`src/rtl/mem_access_controller.sv`:
```
// Load/store initiator for the unified ROM/RAM memory: word-aligned bus access with sub-word
// extraction on loads, read-modify-write for sub-word stores, and rejection of illegal accesses.
module mem_access_controller #(
  parameter int unsigned           DATA_WIDTH = 32,
  parameter logic [DATA_WIDTH-1:0] ROM_BASE   = 32'h0040_0000,
  parameter logic [DATA_WIDTH-1:0] RAM_BASE   = 32'h1010_0000
) (
  input  logic                  clk,
  input  logic                  reset,
  input  logic                  req_i,
  input  logic                  we_i,
  input  logic [1:0]            size_i,
  input  logic                  unsigned_i,
  input  logic [DATA_WIDTH-1:0] addr_i,
  input  logic [DATA_WIDTH-1:0] wdata_i,
  output logic                  ready_o,
  output logic                  done_o,
  output logic                  err_o,
  output logic [DATA_WIDTH-1:0] rdata_o,
  output logic [DATA_WIDTH-1:0] Address_o,
  output logic [DATA_WIDTH-1:0] Write_Data_o,
  output logic                  Write_Enable_o,
  input  logic [DATA_WIDTH-1:0] Read_Data_i
);

  typedef enum logic [2:0] {
    StIdle, StRdIssue, StRdCapt, StWr, StRmwIssue, StRmwCapt, StRmwWrite, StDone
  } state_e;

  state_e                  state_q;
  logic [1:0]              off_q;
  logic [1:0]              size_q;
  logic                    uns_q;
  logic [DATA_WIDTH-1:0]   wdata_q;

  logic                    in_ram, in_rom, size_bad, req_err;
  logic [7:0]              byte_sel;
  logic [15:0]             half_sel;
  logic [DATA_WIDTH-1:0]   load_val;
  logic [DATA_WIDTH-1:0]   merged;

  assign ready_o = (state_q == StIdle);

  // Everything below RAM_BASE, whether ROM or unmapped, is read-only.
  always_comb begin
    in_ram   = (addr_i >= RAM_BASE);
    in_rom   = (addr_i >= ROM_BASE) && !in_ram;
    size_bad = (size_i == 2'b11) ||
               ((size_i == 2'b01) && addr_i[0]) ||
               ((size_i == 2'b10) && (addr_i[1:0] != 2'b00));
    req_err  = size_bad || (we_i && (in_rom || !in_ram));
  end

  // Little-endian lane select/merge against the word returned by memory.
  always_comb begin
    byte_sel = Read_Data_i[{off_q, 3'b000} +: 8];
    half_sel = Read_Data_i[{off_q[1], 4'b0000} +: 16];
    case (size_q)
      2'b00:   load_val = {{(DATA_WIDTH-8){~uns_q & byte_sel[7]}}, byte_sel};
      2'b01:   load_val = {{(DATA_WIDTH-16){~uns_q & half_sel[15]}}, half_sel};
      default: load_val = Read_Data_i;
    endcase
    merged = Read_Data_i;
    if (size_q == 2'b00) begin
      merged[{off_q, 3'b000} +: 8] = wdata_q[7:0];
    end else begin
      merged[{off_q[1], 4'b0000} +: 16] = wdata_q[15:0];
    end
  end

  always_ff @(posedge clk or negedge reset) begin
    if (!reset) begin
      state_q        <= StIdle;
      off_q          <= '0;
      size_q         <= '0;
      uns_q          <= 1'b0;
      wdata_q        <= '0;
      done_o         <= 1'b0;
      err_o          <= 1'b0;
      rdata_o        <= '0;
      Address_o      <= '0;
      Write_Data_o   <= '0;
      Write_Enable_o <= 1'b0;
    end else begin
      done_o         <= 1'b0;
      err_o          <= 1'b0;
      Write_Enable_o <= 1'b0;
      case (state_q)
        StIdle: begin
          if (req_i) begin
            off_q     <= addr_i[1:0];
            size_q    <= size_i;
            uns_q     <= unsigned_i;
            wdata_q   <= wdata_i;
            Address_o <= {addr_i[DATA_WIDTH-1:2], 2'b00};
            if (req_err) begin
              err_o   <= 1'b1;
              done_o  <= 1'b1;
              state_q <= StDone;
            end else if (!we_i) begin
              state_q <= StRdIssue;
            end else if (size_i == 2'b10) begin
              Write_Enable_o <= 1'b1;
              Write_Data_o   <= wdata_i;
              state_q        <= StWr;
            end else begin
              state_q <= StRmwIssue;
            end
          end
        end
        // Address is held one edge so the registered RAM output becomes valid.
        StRdIssue:  state_q <= StRdCapt;
        StRdCapt: begin
          rdata_o <= load_val;
          done_o  <= 1'b1;
          state_q <= StDone;
        end
        StWr: begin
          done_o  <= 1'b1;
          state_q <= StDone;
        end
        StRmwIssue: state_q <= StRmwCapt;
        StRmwCapt: begin
          Write_Data_o   <= merged;
          Write_Enable_o <= 1'b1;
          state_q        <= StRmwWrite;
        end
        StRmwWrite: begin
          done_o  <= 1'b1;
          state_q <= StDone;
        end
        StDone:     state_q <= StIdle;
        default:    state_q <= StIdle;
      endcase
    end
  end

endmodule

```
`config.mk`:
```
export PLATFORM = sky130hd
export DESIGN_NAME = mem_access_controller
export DESIGN_NICKNAME = d
export VERILOG_FILES = /design/src/rtl/mem_access_controller.sv
export SDC_FILE = /design/constraint.sdc
export NUM_CORES = 1
export LEC_CHECK = 0
export CAP_MARGIN = 25
export CORE_ASPECT_RATIO = 0.75
export CORE_MARGIN = 3
export CORE_UTILIZATION = 34
export CTS_CLUSTER_SIZE = 14
export DETAILED_ROUTE_END_ITERATION = 6
export PLACE_DENSITY = 0.65
export SYNTH_ARGS = -nofsm -noshare
export SYNTH_HDL_FRONTEND = slang
export SYNTH_SLANG_ARGS = --single-unit
```
`constraint.sdc`:
```
create_clock -name clk -period 4.9 [get_ports clk]
set_input_delay 0.49 -clock clk [delete_from_list [all_inputs] [get_ports clk]]
set_output_delay 0.49 -clock clk [all_outputs]
set_load 0.005 [all_outputs]
```
==> parameters.txt <==
Parameter                              Value

Run status
  Run status    complete, no violations

CTS
  Clock tree from TritonCTS    done
  Clk Latency, worst-skew pair    0.43 ns
  Cts repair resizes    0
  Clock root cell    clkbuf_16
  CTS buffer count    17
  Buffer levels on the longest clock path    2
  Max H-tree Level    4
  Clk slew on worst S/H paths    0.06 ns
  Setup Fix Bufs, Post-CTS    0
  Number of buffers inserted by hold repair at cts    0
  Clock sink count    121

Detailed routing
  Vias    6370
  Routed wire length    24100 um
  WL per Instance    20.9 um
  Number of iterations in the first detailed-routing pass    7
  Remaining antenna violation count after routing    0
  Drt initial violations    683
  Average vias per placed instance    5.54
  DRC errors left    0

Placed design
  Area of placed instances    8670 sq um
  DP HPWL    16700 um
  Quantity of I/O buffers inserted on ports    200
  Weighted congestion reported at the end of routability-driven placement    0.873

STA
  Hold Violations, Final    0
  Worst-case headroom to the max-slew limit    27.4%
  Setup TNS    0 ns
  Slew at the pin closest to its max-slew limit    1.09 ns
  Worst hold slack across all endpoints    0.170 ns
  Final Critical Period    3.11 ns
  Count of final max-slew check failures    0
  Final setup violation count    0
  Top achievable clock speed    321 MHz
  Setup repair after global routing missed its margin    no
  Worst clock skew    0.0103 ns
  Share of the cycle needed by the critical path after routing    63.5%

Synth
  Post-synthesis cell type count    51
  Total number of yosys warnings    0
  Cells after synthesis    722
  Seq/Total Area, Yosys    46.6%
  Avg Inst Size Synth    9.00 sq um
  Most frequent cells after synthesis    nand2_1 (200), dfrtp_1 (121), clkbuf_1 (52)
  Cell type with the highest aggregate area in the netlist    dfrtp_1
  Cell area after technology mapping    6500 sq um
  Number of enable-type register cells in the synthesized netlist    0
  Flip-flop and latch count after synthesis    121
  Main synth FF type    dfrtp_1
  Largest cells by area after synthesis    dfrtp_1 (47%), nand2_1 (12%), o211ai_1 (4.6%)
  Post-synth ARST share    100%
  Area fraction of the dominant cell type after synthesis    46.6%
  Cell with the most instances after synthesis    nand2_1

Floorplanning
  Area inside the core boundary    18600 sq um
  Number of top-level pins    203
  Die boundary width    166 um
  Initial core utilization    34.9%
  Vertical die dimension    126 um
  Rows    43
  Area of the die    20800 sq um

Setup path
  Slowest stage cell on the critical path    o32ai_1
  Maximum single-stage delay on the critical path    0.94 ns
  Critical Path Start Type    flop
  Critical-path maximum fanout    38
  CP cell instances    buf_4 > inv_1 > ha_1 > o32ai_1 > a221oi_1 > a31oi_1
  Classification of the worst setup path    reg -> reg
  Critical Path End Type    flop
  Endpoint arrival time on the critical path    3.46 ns
  Required time at the endpoint of the critical path    5.25 ns

Pwr
  Cell-internal power    3.74 mW
  Pwr/cell area    635 nW/um^2
  Switching share of power    36.6%
  Switching power    2.16 mW
  Fraction of power consumed by combinational cells    45.1%
  Worst vdd rail ir drop    0.000296 V
  Share of total power in sequential cells    32.0%
  Share of power burned in the clock network    23.0%
  Static power due to leakage    3.90 nW

Global route
  Via count of the first global-routing pass    6227
  Number of antenna violations at the first check in global routing    0
  Overall fraction of global-route tracks in use    22.9%
  Largest net degree at the start of global routing    67
  Wire length of the first global-routing pass    37400 um
  GRT overflow    0

Cells and area
  Net total in the final layout    999
  Synthesis-to-layout area growth    43.0%
  Ratio of cells with drive above 1 in the final layout    6.64%
  Final cell area excluding filler cells    9290 sq um
  Antenna diode count    0
  Fillcell total    1782

Min path
  Worst min-delay path category    in -> async

Run
  Maxcap violations    0
power groups by stage:
stage	clock network (mW)	registers, mW	logic (mW)
global placement	0	1.88	2.61
global route	1.43	1.95	2.93
finish	1.35	1.89	2.66
detailed placement	0	1.88	2.64
CTS	1.37	1.88	2.66
floorplan	0	1.80	1.40
worst max-delay path: cells and delay by family, from the launching register on:
family,cells,cell delay [ns]
AO/OA/AOI/OAI,3,1.49
flip-flops,1,0.32
buffers and inverters,2,0.79
adder cells (fa/ha/maj),1,0.42
placed cells by master (no fill, tap or decap), types with 17 or more instances in the layout:
| master | count |
|---|---|
| a221oi_1 | 27 |
| a31oi_1 | 35 |
| clkbuf_16 | 17 |
| clkdlybuf4s50_1 | 199 |
| dfrtp_1 | 121 |
| mux2i_1 | 20 |
| nand2_1 | 200 |
| nor2_1 | 38 |
| o211ai_1 | 40 |
| o21ai_0 | 18 |
| o31ai_1 | 28 |
flip-flops by register name, indices dropped and copies added (netlist names):
name            flops
Write_Enable_o      1
state_q             3
off_q               2
wdata_q            16
Address_o          30
err_o               1
rdata_o            32
size_q              2
Write_Data_o       32
done_o              1
uns_q               1
cells by family after synthesis:
logic type	synth area share (%)
muxes	4.30
DFF	46.6
other	0.0577
buffers and inverters	4.91
adders and majority gates	0.963
and+or+nand+nor	18.6
AOI/OAI and AO/OA	24.5
final timing paths:
kind                            cells past startpoint  slack [ns]    startpoint                to
worst max-delay path                                6        1.79      off_q[1]   Write_Data_o[6]
worst min-delay path                                1        0.17         reset  Write_Data_o[25]
worst max register to register                      6        1.79      off_q[1]   Write_Data_o[6]
worst min register to register                      2        0.47  Address_o[4]      Address_o[4]
max in group asynchronous                           2        3.73         reset      Address_o[8]
min in group clk                                    2        0.47  Address_o[4]      Address_o[4]
cell type report:
| cell class | instances | area [sq um] | area share, % |
|---|---|---|---|
| clock buffer | 22 | 474 | 5.11 |
| clock inverter | 9 | 145 | 1.56 |
| inverter | 8 | 30.0 | 0.323 |
| multi-input combinational | 527 | 3160 | 34.0 |
| sequential | 121 | 3030 | 32.6 |
| tap | 247 | 309 | 3.33 |
| timing repair buffer | 216 | 2140 | 23.0 |
per-stage QoR:
step | util (%) | setup slack [ns] | power, mW | std cells
after floorplan | - | 2.47 | 3.20 | 723
after global placement | 46.4 | 1.72 | 4.50 | 1117
after detailed placement | 46.6 | 1.69 | 4.53 | 1119
after CTS | 49.9 | 1.91 | 5.91 | 1150
after global routing | 49.9 | 1.52 | 6.31 | 1150
final | 49.9 | 1.79 | 5.90 | 1150
routing by layer:
layer / global-route usage, % / part of all wire [%]
met2: 32.0 / 42
met3: 7.75 / 11
met4: 8.66 / 2.8
met1: 32.8 / 45
met5: 0 / 0
Note: power is estimated with default switching activity, not from simulation.
